**src/rtl/fetch_stage_controller.sv**
```systemverilog
// -----------------------------------------------------------------------------
// fetch_stage_controller
//
// Sequences the instruction-fetch stage. From the branch resolution (EX/MEM),
// the ID-stage load-use hazard and halt/resume requests it generates the
// program-counter load enable, the PC mux select and the IF/ID register
// load/flush controls. It also provides a boot delay after reset, a watchdog
// that breaks out of overlong stalls, and fetch/stall performance counters.
//
// Parameters
//   BOOT_CYCLES   cycles spent in BOOT after reset release (>= 1)
//   STALL_CYCLES  frozen cycles per load-use hazard pulse (>= 1)
//   MAX_STALL     consecutive frozen cycles before the watchdog forces RUN (>= 2)
//
// Ports
//   clk_i             rising-edge clock
//   reset_i           synchronous active-high reset
//   branch_taken_i    branch resolved taken in EX/MEM (PCSrc)
//   load_use_i        ID-stage load-use hazard
//   halt_req_i        request to stop fetching
//   resume_i          leave HALT
//   pc_write_en_o     program counter load enable
//   pc_sel_o          1 = branch target, 0 = PC+4
//   if_id_write_en_o  IF/ID register load enable
//   if_id_flush_o     IF/ID loads a bubble; overrides if_id_write_en_o
//   fetch_active_o    state is RUN
//   state_o           BOOT=0, RUN=1, STALL=2, HALT=3
//   stall_timeout_o   sticky watchdog flag
//   fetch_count_o     sequential fetch cycles (pc_write_en=1, pc_sel=0); wraps
//   stall_count_o     total frozen cycles; saturates at 16'hFFFF
//
// Control outputs are combinational from state and inputs; every other output
// comes straight from a register.
// -----------------------------------------------------------------------------
module fetch_stage_controller #(
  parameter int BOOT_CYCLES  = 2,
  parameter int STALL_CYCLES = 1,
  parameter int MAX_STALL    = 16
) (
  input  logic        clk_i,
  input  logic        reset_i,
  input  logic        branch_taken_i,
  input  logic        load_use_i,
  input  logic        halt_req_i,
  input  logic        resume_i,
  output logic        pc_write_en_o,
  output logic        pc_sel_o,
  output logic        if_id_write_en_o,
  output logic        if_id_flush_o,
  output logic        fetch_active_o,
  output logic [1:0]  state_o,
  output logic        stall_timeout_o,
  output logic [31:0] fetch_count_o,
  output logic [15:0] stall_count_o
);

  typedef enum logic [1:0] {
    ST_BOOT  = 2'd0,
    ST_RUN   = 2'd1,
    ST_STALL = 2'd2,
    ST_HALT  = 2'd3
  } state_e;

  localparam int BW = $clog2(BOOT_CYCLES + 1);
  localparam int SW = $clog2(STALL_CYCLES + 1);
  localparam int WW = $clog2(MAX_STALL + 1);

  localparam logic [BW-1:0] BOOT_LAST    = BW'(BOOT_CYCLES - 1);
  localparam logic [BW-1:0] BOOT_ONE     = BW'(1);
  localparam logic [SW-1:0] STALL_RELOAD = SW'(STALL_CYCLES - 1);
  localparam logic [SW-1:0] STALL_ONE    = SW'(1);
  localparam logic [WW-1:0] WDOG_LAST    = WW'(MAX_STALL - 1);
  localparam logic [WW-1:0] WDOG_ONE     = WW'(1);

  state_e        state_q, state_d;
  logic [BW-1:0] boot_cnt_q, boot_cnt_d;
  logic [SW-1:0] stall_cnt_q, stall_cnt_d;
  logic [WW-1:0] wdog_cnt_q, wdog_cnt_d;
  logic          halt_pending_q, halt_pending_d;
  logic          wdog_force_q, wdog_force_d;
  logic          stall_timeout_q, stall_timeout_d;
  logic [31:0]   fetch_count_q;
  logic [15:0]   stall_count_q;

  logic          pc_write_en_s;
  logic          pc_sel_s;
  logic          if_id_write_en_s;
  logic          if_id_flush_s;
  logic          frozen_s;
  logic          fetch_inc_s;

  // Next-state, control-output and watchdog decision logic.
  always_comb begin
    state_d          = state_q;
    boot_cnt_d       = boot_cnt_q;
    stall_cnt_d      = stall_cnt_q;
    wdog_cnt_d       = wdog_cnt_q;
    halt_pending_d   = halt_pending_q;
    wdog_force_d     = 1'b0;
    stall_timeout_d  = stall_timeout_q;
    pc_write_en_s    = 1'b0;
    pc_sel_s         = 1'b0;
    if_id_write_en_s = 1'b0;
    if_id_flush_s    = 1'b0;
    frozen_s         = 1'b0;

    case (state_q)
      ST_BOOT: begin
        // Keep a bubble in IF/ID until the boot delay has elapsed.
        if_id_flush_s = 1'b1;
        if (boot_cnt_q == BOOT_LAST) begin
          state_d    = ST_RUN;
          boot_cnt_d = '0;
        end else begin
          boot_cnt_d = boot_cnt_q + BOOT_ONE;
        end
      end

      ST_RUN, ST_STALL: begin
        if (branch_taken_i) begin
          // Redirect: load branch target and squash the wrong-path fetch.
          // A simultaneous or already pending halt still takes effect.
          pc_write_en_s    = 1'b1;
          pc_sel_s         = 1'b1;
          if_id_write_en_s = 1'b1;
          if_id_flush_s    = 1'b1;
          stall_cnt_d      = '0;
          halt_pending_d   = 1'b0;
          if (halt_req_i || halt_pending_q) begin
            state_d = ST_HALT;
          end else begin
            state_d = ST_RUN;
          end
        end else if (state_q == ST_RUN) begin
          if (halt_req_i || halt_pending_q) begin
            // The current fetch completes normally; fetching stops next cycle.
            pc_write_en_s    = 1'b1;
            if_id_write_en_s = 1'b1;
            state_d          = ST_HALT;
            halt_pending_d   = 1'b0;
          end else if (load_use_i && !wdog_force_q) begin
            // First frozen cycle of a hazard; single-cycle stalls never leave RUN.
            frozen_s = 1'b1;
            if (STALL_CYCLES > 1) begin
              state_d     = ST_STALL;
              stall_cnt_d = STALL_RELOAD;
            end else begin
              state_d     = ST_RUN;
              stall_cnt_d = '0;
            end
          end else begin
            pc_write_en_s    = 1'b1;
            if_id_write_en_s = 1'b1;
          end
        end else begin
          // STALL: frozen; a halt request is remembered until the stall ends.
          frozen_s = 1'b1;
          if (load_use_i) begin
            stall_cnt_d    = STALL_RELOAD;
            halt_pending_d = halt_pending_q | halt_req_i;
          end else if (stall_cnt_q == STALL_ONE) begin
            stall_cnt_d    = '0;
            halt_pending_d = 1'b0;
            if (halt_pending_q || halt_req_i) begin
              state_d = ST_HALT;
            end else begin
              state_d = ST_RUN;
            end
          end else begin
            stall_cnt_d    = stall_cnt_q - STALL_ONE;
            halt_pending_d = halt_pending_q | halt_req_i;
          end
        end
      end

      ST_HALT: begin
        if_id_flush_s = 1'b1;
        if (resume_i) begin
          state_d = ST_RUN;
        end else begin
          state_d = ST_HALT;
        end
      end

      default: begin
        state_d = ST_BOOT;
      end
    endcase

    // Watchdog: the MAX_STALL-th consecutive frozen cycle forces RUN and the
    // following RUN cycle ignores load_use so at least one fetch gets through.
    // A halt requested during the stall is kept pending and honoured from RUN.
    if (frozen_s) begin
      if (wdog_cnt_q == WDOG_LAST) begin
        wdog_cnt_d      = '0;
        stall_timeout_d = 1'b1;
        wdog_force_d    = 1'b1;
        state_d         = ST_RUN;
        stall_cnt_d     = '0;
        halt_pending_d  = halt_pending_q | halt_req_i;
      end else begin
        wdog_cnt_d = wdog_cnt_q + WDOG_ONE;
      end
    end else begin
      wdog_cnt_d = '0;
    end
  end

  // Only sequential PC+4 loads are counted as fetches; redirects are not.
  assign fetch_inc_s = pc_write_en_s & ~pc_sel_s;

  // State, sequencing counters and performance counters.
  always_ff @(posedge clk_i) begin
    if (reset_i) begin
      state_q         <= ST_BOOT;
      boot_cnt_q      <= '0;
      stall_cnt_q     <= '0;
      wdog_cnt_q      <= '0;
      halt_pending_q  <= 1'b0;
      wdog_force_q    <= 1'b0;
      stall_timeout_q <= 1'b0;
      fetch_count_q   <= 32'd0;
      stall_count_q   <= 16'd0;
    end else begin
      state_q         <= state_d;
      boot_cnt_q      <= boot_cnt_d;
      stall_cnt_q     <= stall_cnt_d;
      wdog_cnt_q      <= wdog_cnt_d;
      halt_pending_q  <= halt_pending_d;
      wdog_force_q    <= wdog_force_d;
      stall_timeout_q <= stall_timeout_d;
      if (fetch_inc_s) begin
        fetch_count_q <= fetch_count_q + 32'd1;
      end
      if (frozen_s && (stall_count_q != 16'hFFFF)) begin
        stall_count_q <= stall_count_q + 16'd1;
      end
    end
  end

  assign pc_write_en_o    = pc_write_en_s;
  assign pc_sel_o         = pc_sel_s;
  assign if_id_write_en_o = if_id_write_en_s;
  assign if_id_flush_o    = if_id_flush_s;
  assign fetch_active_o   = (state_q == ST_RUN);
  assign state_o          = state_q;
  assign stall_timeout_o  = stall_timeout_q;
  assign fetch_count_o    = fetch_count_q;
  assign stall_count_o    = stall_count_q;

endmodule

```
**config.mk**
```make
export PLATFORM = sky130hd
export DESIGN_NAME = fetch_stage_controller
export DESIGN_NICKNAME = d
export VERILOG_FILES = /design/src/rtl/fetch_stage_controller.sv
export SDC_FILE = /design/constraint.sdc
export NUM_CORES = 1
export LEC_CHECK = 0
export BUFFER_PORTS_ARGS = -buffer_cell sky130_fd_sc_hd__buf_4
export CAP_MARGIN = 25
export CELL_PAD_IN_SITES_DETAIL_PLACEMENT = 0
export CELL_PAD_IN_SITES_GLOBAL_PLACEMENT = 1
export CORE_UTILIZATION = 44
export CTS_CLUSTER_DIAMETER = 50
export DETAILED_ROUTE_END_ITERATION = 8
export PLACE_DENSITY_LB_ADDON = 0.1
export SYNTH_ARGS = -nofsm -noshare
export SYNTH_HDL_FRONTEND = slang
export SYNTH_SLANG_ARGS = --single-unit
```
**constraint.sdc**
```tcl
create_clock -name clk_i -period 4.12 [get_ports clk_i]
set_input_delay 0.206 -clock clk_i [delete_from_list [all_inputs] [get_ports clk_i]]
set_output_delay 0.206 -clock clk_i [all_outputs]
set_load 0.02 [all_outputs]
```
=== Word-level counts from Yosys, hierarchy flattened ===
Cells that the tools add are included.

* Equality and inequality tests: 6
* Mux-type cells: 44
* Add/subtract/negate cells: 5
* Bitwise logic cells: 4
* Reduce and logical (&&, ||, !) cells: 10

{| class="wikitable"
|+ Operator list
! kind !! count
|-
| adder 32 x 1 -> 32 bit, second input constant || 1
|-
| two-way mux 1 bit || 30
|-
| two-way mux 2 bit || 12
|-
| adder 16 x 1 -> 16 bit, second input constant || 1
|-
| != test 16 bit, second input constant || 1
|-
| one-hot mux 2 bit (3 select lines) || 1
|-
| OR reduction 2 bit || 3
|-
| adder 5 x 1 -> 5 bit, second input constant || 1
|-
| equality test 5 x 4 -> 1 bit, second input constant || 1
|-
| equality test 2 x 1 -> 1 bit, second input constant || 2
|-
| equality test 2 bit, second input constant || 2
|-
| OR reduction 3 bit || 1
|-
| adder 2 x 1 -> 2 bit, second input constant || 1
|-
| logical AND 1 bit || 2
|-
| zero test 2 bit || 1
|-
| NOT 1 bit || 2
|-
| one-hot mux 1 bit (2 select lines) || 1
|-
| AND reduction 2 bit || 1
|-
| bitwise AND 1 bit || 1
|-
| zero test 1 bit || 1
|-
| logical OR 1 bit || 1
|-
| OR 1 bit || 1
|-
| subtractor 1 bit, second input constant || 1
|}

* Logic and storage cells: 78
* Input port bits: 6
* Register bits after elaboration: 61

=== Longest topological paths before layout ===
Gate-level depths: netlist of run 1.

* Depth in word-level cells: 9
* Mapped depth: 9

=== Least setup slack after synthesis of run 1 ===
Ideal clock, no wire load.

* Path type: reg-to-reg
* From: register state_q[0] (netlist: state_o[0])
* To: register fetch_count_q[29] (netlist: fetch_count_o[29])
* Path slack: 1505 ps
* Cell stages (with the launch flop): 9
* Path buffers: 2
* Library setup time: 121 ps
* Data arrival time: 2494 ps
* Period minus slack after synthesis: 2615 ps
* Path through: dfxtp_1 -> inv_1 -> ha_1 -> clkbuf_1 -> nand4b_1 -> or3_1 -> clkbuf_1 -> nor4_1 -> mux2_2

* Cells in the longest elaborated chain, start to end: 5

{| class="wikitable"
|+ Ends and longest elaborated chain
! element !! RTL line !! RTL
|-
| from (decl) || 75 || <nowiki>state_e state_q, state_d;</nowiki>
|-
| from (signal assigned) || 225 || <nowiki>state_q <= state_d;</nowiki>
|-
| equality test 2 x 1 -> 1 bit / equality test 2 bit (equally long branches) || 107, 134 ||
|-
| two-way mux 1 bit / OR reduction 2 bit (equally long branches) || 134, 107 ||
|-
| two-way mux 1 bit (on tied branches) || 120, 107 ||
|-
| two-way mux 1 bit / NOT 1 bit (equally long branches) || 107, 210 ||
|-
| bitwise AND 1 bit (*) || 210 || <nowiki>assign fetch_inc_s = pc_write_en_s & ~pc_sel_s;</nowiki>
|-
| to (signal assigned) || 233 || <nowiki>fetch_count_q <= fetch_count_q + 32'd1;</nowiki>
|-
| to (decl) || 82 || <nowiki>logic [31:0] fetch_count_q;</nowiki>
|}

Mark *: on every way between the ends. The rest lies on a longest branch, timed or not.
A chain may end at the register's enable or synchronous reset.

=== Worst setup path in the final report of run 1 ===
Ends and elaborated chain as after synthesis.

==> metrics.md, run 1 <==
| Metric | Value |
|---|---|
| Peak supply drop | 0.214 mV |
| Share of the synthesized area in the top cell type | 38.8% |
| TritonCTS clock tree | built |
| RD Place Congestion | 0.781 |
| FMAX | around 0.36 GHz |
| Post-CTS sizing | 0 |
| Hold_ws | 0.228 ns |
| CP Capture Type | register |
| 1st-pass router iterations | 4 |
| Yosys top cell by area | dfxtp_1 |
| Final Skew | 0.00860 ns |
| Crit path required time | 4.34 ns |
| Initial cell density of the core | 45.8% |
| Max FO, Critical Path | 22 |
| CTS Root Cell | clkbuf_8 |
| Post-synth ARST share | 0% |
| Maxcap violations | 0 |
| Mapped Nets | 388 |
| Slew Limit Fails | 0 |
| Tcrit/Tclk final | 67.5% |
| Mapped Area | 0.00315 sq mm |
| Hold-fix buffer count after cts | 0 |
| I/O pins | 62 |
| Sequential share of the synthesized area | 38.8% |
| Rel. slew slack | 39.4% |
| First-pass GRT wire length | 12.4 mm |
| Outcome | finished, final reports clean |
| Crit Path Category | register to register |
| Register clock-pin slew on the reported worst setup and hold paths | roughly 0.07 ns |
| Routed WL | around 7.5 mm |
| Mapped Cells | 374 |
| Min Tclk post-route | 2.78 ns |
| H-tree Lvls | 3 |
| FF+latch count, synth | between 60 and 70 |
| Worst skew pair latency | 0.34 ns |
| Final net count | around 440 |
| Placed cell count | 508 |
| Total Power | 1.49 mW |
| Layout cell share with drive strength beyond 1 | 20.4% |
| Final setup fails | 0 |
| Unrepaired setup endpoints after global routing | false |
| Port Buf Inserts | 61 |
| DR vias | 3003 |
| ANT cells | 0 |
| Final cell count without fillers | around 520 |
| Initial DRC Count | 118 |
| Post-DP HPWL | 4.90 mm |
| Drt drc | 0 |
| Drt via density | 5.74 |
| EDFF count, synth | 0 |
| # Post-CTS Setup Buffers | 0 |
| GRT Total Usage | 20.9% |
| Core footprint | approximately 0.0069 sq mm |
| PD cells | 388 mW/mm^2 |
| Warnings, synthesis | 0 |
| CTS max path bufs | 2 |
| Die area | 0.00750 sq mm |
| Post-synth top flop | dfxtp_1 |
| Vias in the first global route | about 2600 |
| Top-count cell post-synth | dfxtp_1 |
| DR WL/cell | 14.3 um |
| Grt total ovfl | 0 |
| Top cells by area, synth | dfxtp_1 39%, a21oi_1 6.5%, or4_1 6.4% |
| Width of the die | ~87 um |
| Fin Setup TNS | 0 ns |
| R2R setup slack | around 1.3 ns |
| Distinct cell type count of the synthesized netlist | 53 |
| CP Launch Type | register |
| WP data arrival | 3.01 ns |
| Largest net degree at the start of global routing | 62 |
| CTS buffer count | 9 |
| Num Clock Sinks | 61 |
| ANT nets after route | 0 |
| Antenna violations before repair | 0 |
| Worst-Margin Slew | slightly below 0.9 ns |
| # rows | 30 |
| Worst hold path type | input pin to register |
| Leak Pwr | roughly 1.3 nW |
| Hold Fails Final Rpt | 0 |
| Area growth, synth to finish | 22.3% |
| Commonest cells in the netlist | 61 x dfxtp_1, 41 x a21oi_1, 27 x or4_1 |
| Chip height | 86.6 um |
| Avg Cell Area, Syn | 8.42 sq um |
metal layers:
layer | track usage, % | vias up | wire length, um
met1 | 27.5 | 1406 | 3650
met3 | 3.43 | 9 | 238
met2 | 34.4 | 60 | 3500
li1 | - | 1528 | -
met5 | 0 | - | 0
met4 | 8.18 | 0 | 104
per-stage QoR:
step	utilization (%)	setup slack (ns)	cell area, sq um
final	56.1	1.34	3850
after CTS	56.1	1.33	3850
after floorplan	-	1.50	3150
after global placement	53.0	1.50	3640
after detailed placement	53.0	1.37	3640
after global routing	56.1	1.09	3850
placed cells by master (no fill, tap or decap), types with 2 or more instances in the layout:
cell type  count
dfxtp_1       61
and2_1         4
o31ai_1       24
inv_1         16
and4_1         7
or4_1         27
clkinv_2       3
nand3b_1       3
o21ai_0       11
buf_4         62
nand4_1       12
nor4_1         5
nor2_1        26
or3_1         11
and3_1         3
a31oi_1        2
nand2b_1       2
a21oi_1       41
a2111oi_0      3
mux2_2         4
nor2b_1        4
o41ai_1        3
ha_1           8
nor3_1         2
bufinv_16      2
nand3_1       19
nor3b_1        2
clkbuf_8      10
xnor2_1        9
nand2_1       17
and3b_1        2
state kept, by name, summed over array words and instances (netlist names):
| signal | count |
|---|---|
| stall_count_o | 16 |
| wdog_force_q | 1 |
| boot_cnt_q | 2 |
| fetch_count_o | 32 |
| halt_pending_q | 1 |
| stall_timeout_o | 1 |
| state_o | 2 |
| wdog_cnt_q | 5 |
| stall_cnt_q | 1 |
path summary, 6_finish.rpt:
kind | start | to | cells past startpoint
max | state_o[0] | fetch_count_o[29] | 6
min | branch_taken_i | halt_pending_q | 3
max reg2reg | state_o[0] | fetch_count_o[29] | 6
min reg2reg | boot_cnt_q[1] | boot_cnt_q[1] | 2
worst max-delay path, cell delays in order, from the launching register on:
cell and delay (ns):
dfxtp_1 0.41, inv_1 0.11, ha_1 0.47, nand4b_1 0.23, or3_1 0.66, nor4_1 0.42
mux2_2 0.37
logic make-up after synthesis:
group                    after synthesis  synth area share, %
AND/OR/NAND/NOR                      154                 29.2
AO/OA/AOI/OAI                         97                 19.5
flip-flops                            61                 38.8
buffers and inverters                 40                 5.17
XOR/XNOR                              10                 2.78
adder cells (fa/ha/maj)                8                 3.18
multiplexers                           4                 1.43
final cells by class:
class	count	area, sq um
fill	667	3020
multi-input combinational	273	1770
sequential	61	1220
timing repair buffer	62	465
clock buffer	10	138
tap	96	120
clock inverter	5	75.1
inverter	16	60.1
power by group:
group | leakage [nW] | switching [mW] | internal, mW
clock | 0.112 | 0.233 | 0.350
sequential | 0.492 | 0.0231 | 0.610
combinational | 0.713 | 0.169 | 0.108
total | 1.32 | 0.425 | 1.07
No activity file was read; power rests on OpenSTA's default activity.
==> inputs of run 2 (changes only) <==
--- a/config.mk
+++ b/config.mk
@@ -9,7 +9,7 @@
 export CAP_MARGIN = 25
 export CELL_PAD_IN_SITES_DETAIL_PLACEMENT = 0
 export CELL_PAD_IN_SITES_GLOBAL_PLACEMENT = 1
-export CORE_UTILIZATION = 44
+export CORE_UTILIZATION = 41
 export CTS_CLUSTER_DIAMETER = 50
 export DETAILED_ROUTE_END_ITERATION = 8
 export PLACE_DENSITY_LB_ADDON = 0.1
==> constraint.sdc (replaced) <==
create_clock -name clk_i -period 2.9 [get_ports clk_i]
set_input_delay 0.145 -clock clk_i [delete_from_list [all_inputs] [get_ports clk_i]]
set_output_delay 0.145 -clock clk_i [all_outputs]
set_load 0.02 [all_outputs]
==> run 2 against run 1 <==
Compared with the run above:
- clock-buffer cell count increased by 3
- fmax increased by 7.7%
- largest power group is now clock
- clock skew increased by 0.0060 ns
- flip-flop and latch count unchanged
- non-clock buffer count increased by 4
- highest routed layer unchanged
- wire length increased by 1.2%
- combinational power increased by 50%
- global-route usage decreased by 1.5 points
- worst setup slack got worse by 1.0 ns
- via count decreased by 0.63%
- die area increased by 7.1%
- worst hold slack got worse by 0.059 ns
==> metrics.md, run 2 (same netlist as run 1, synthesis figures left out) <==
| Metric | Value |
|---|---|
| Chip height | 89.6 um |
| Core footprint | 0.00733 sq mm |
| Outcome | finished, final reports clean |
| Largest net degree at the start of global routing | 62 |
| Tcrit/Tclk final | approximately nine tenths |
| Hold Fails Final Rpt | 0 |
| 1st-pass router iterations | 4 |
| Crit path required time | 3.12 ns |
| CP Capture Type | register |
| Initial cell density of the core | 43.0% |
| Placed cell count | ~520 |
| Min Tclk post-route | 2.58 ns |
| Initial DRC Count | 111 |
| Width of the die | around 90 um |
| Origin of the worst setup path | state_o[0] |
| PD cells | slightly below 600 mW/mm^2 |
| Port Buf Inserts | 61 |
| DR vias | 2984 |
| Grt total ovfl | 0 |
| Peak supply drop | 0.295 mV |
| TritonCTS clock tree | built |
| Unrepaired setup endpoints after global routing | false |
| Antenna violations before repair | 0 |
| Leak Pwr | 1.36 nW |
| Post-CTS sizing | 0 |
| Most frequent cells in the layout | 66 x buf_4, 61 x dfxtp_1, 41 x a21oi_1, 27 x or4_1, 26 x nor2_1 |
| Final setup fails | 0 |
| Num Clock Sinks | between 60 and 70 |
| ANT nets after route | 0 |
| FMAX | between 0.3 and 0.4 GHz |
| CTS buffer count | 9 |
| Final net count | 441 |
| Worst setup margin | 0.315 ns |
| ANT cells | 0 |
| CP max stage cell | or3_1 |
| Rel. slew slack | around half |
| Area growth, synth to finish | 24.8% |
| Commonest non-fill, non-tap cell in the layout | buf_4 |
| Total Power | 2.30 mW |
| Post-DP HPWL | 5.03 mm |
| Crit Path Category | register to register |
| RD Place Congestion | 0.776 |
| Reg-to-Reg End | fetch_count_o[29] |
| Placed cell area | roughly 0.0037 sq mm |
| Worst-path cell chain | inv_1 > ha_1 > nand4b_1 > or3_1 > nor4_1 > mux2_2 |
| WP data arrival | 2.81 ns |
| Reg area | 0.00122 sq mm |
| Register clock-pin slew on the reported worst setup and hold paths | 0.07 ns |
| Hold Path Cell Cnt | 3 |
| Fin area | 0.00393 sq mm |
| First-pass GRT wire length | 12.1 mm |
| Place WS | roughly 0.35 ns |
| Final Skew | 0.0146 ns |
| Worst reg2reg path startpoint | state_o[0] |
| Worst hold path type | input pin to register |
| # fillers | a little over 700 |
| Worst skew pair latency | 0.34 ns |
| GRT Total Usage | 19.4% |
| Routed WL | about 7.6 mm |
| CTS Root Cell | clkbuf_8 |
| Fin Setup TNS | 0 ns |
| Worst-Margin Slew | between 0.7 and 0.8 ns |
| CP Launch Type | register |
| I/O pins | 62 |
| Hold-fix buffer count after cts | 0 |
| Slew Limit Fails | 0 |
| H-tree Lvls | 3 |
| R2r worst-path depth | 6 |
| R2R setup slack | 0.32 ns |
| Max FO, Critical Path | 22 |
| Final cell count without fillers | 531 |
| Drt via density | 5.62 |
| Max reg flops | 32 |
| DR WL/cell | 14.3 um |
| Multi-input gate area | 0.00177 sq mm |
| Setup crit end | fetch_count_o[29] |
| Die area | 0.00804 sq mm |
| # Post-CTS Setup Buffers | 0 |
| CP max stage delay | 0.64 ns |
| Maxcap violations | 0 |
| Layout cell share with drive strength beyond 1 | 21.1% |
| Vias in the first global route | 2638 |
| # rows | 31 |
| Drt drc | 0 |
| CTS max path bufs | 2 |
## run 2: cell count changes in the layout (fill, tap and decap cells not counted), sizes merged
cell / change
buf: +4
bufinv: +1
clkbuf: +3
clkinv: -3
## run 2: layout make-up
type	count	share of cell area (%)
tap	99	3.15
sequential	61	31.1
clock buffer	13	4.30
multi-input combinational	273	45.1
clock inverter	3	2.29
inverter	16	1.53
timing repair buffer	66	12.6
## run 2: metal layers
metal  vias to the layer above  global-route usage (%)  routed length, um  part of all wire, %
li1                       1526                       -                  -                    -
met1                      1384                    25.4               3730                   49
met2                        59                    30.9               3400                   45
met3                        15                    3.47                300                  4.0
met4                         0                    9.67                155                  2.0
met5                         -                       0                  0                    0
## run 2: worst max-delay path: cells and delay by family, from the launching register on
family / cells / cell delay (ns)
mux: 1 / 0.37
fa+ha+maj: 1 / 0.31
simple gates: 3 / 1.28
flops: 1 / 0.41
buf+inv: 1 / 0.11
## run 2: through the flow
step | utilization (%) | hold WS, ns
4_1_cts | 53.6 | 0.159
6_report | 53.6 | 0.168
2_1_floorplan | - | 0.351
3_5_place_dp | 50.1 | 0.433
3_3_place_gp | 50.1 | 0.428
5_1_grt | 53.6 | 0.189
## run 2: power breakdown
group / internal, mW / switching [mW] / total (mW) / leakage, nW
logic: 0.167 / 0.249 / 0.416 / 0.734
clock network: 0.643 / 0.341 / 0.984 / 0.130
registers: 0.866 / 0.0331 / 0.899 / 0.492
## run 2: how the worst min path moves through the flow
stage / start / end / slack (ns)
floorplan: branch_taken_i / halt_pending_q / 0.35
global placement: boot_cnt_q[1] / boot_cnt_q[1] / 0.43
detailed placement: boot_cnt_q[1] / boot_cnt_q[1] / 0.43
CTS: halt_req_i / halt_pending_q / 0.16
global route: branch_taken_i / halt_pending_q / 0.19
finish: halt_req_i / halt_pending_q / 0.17
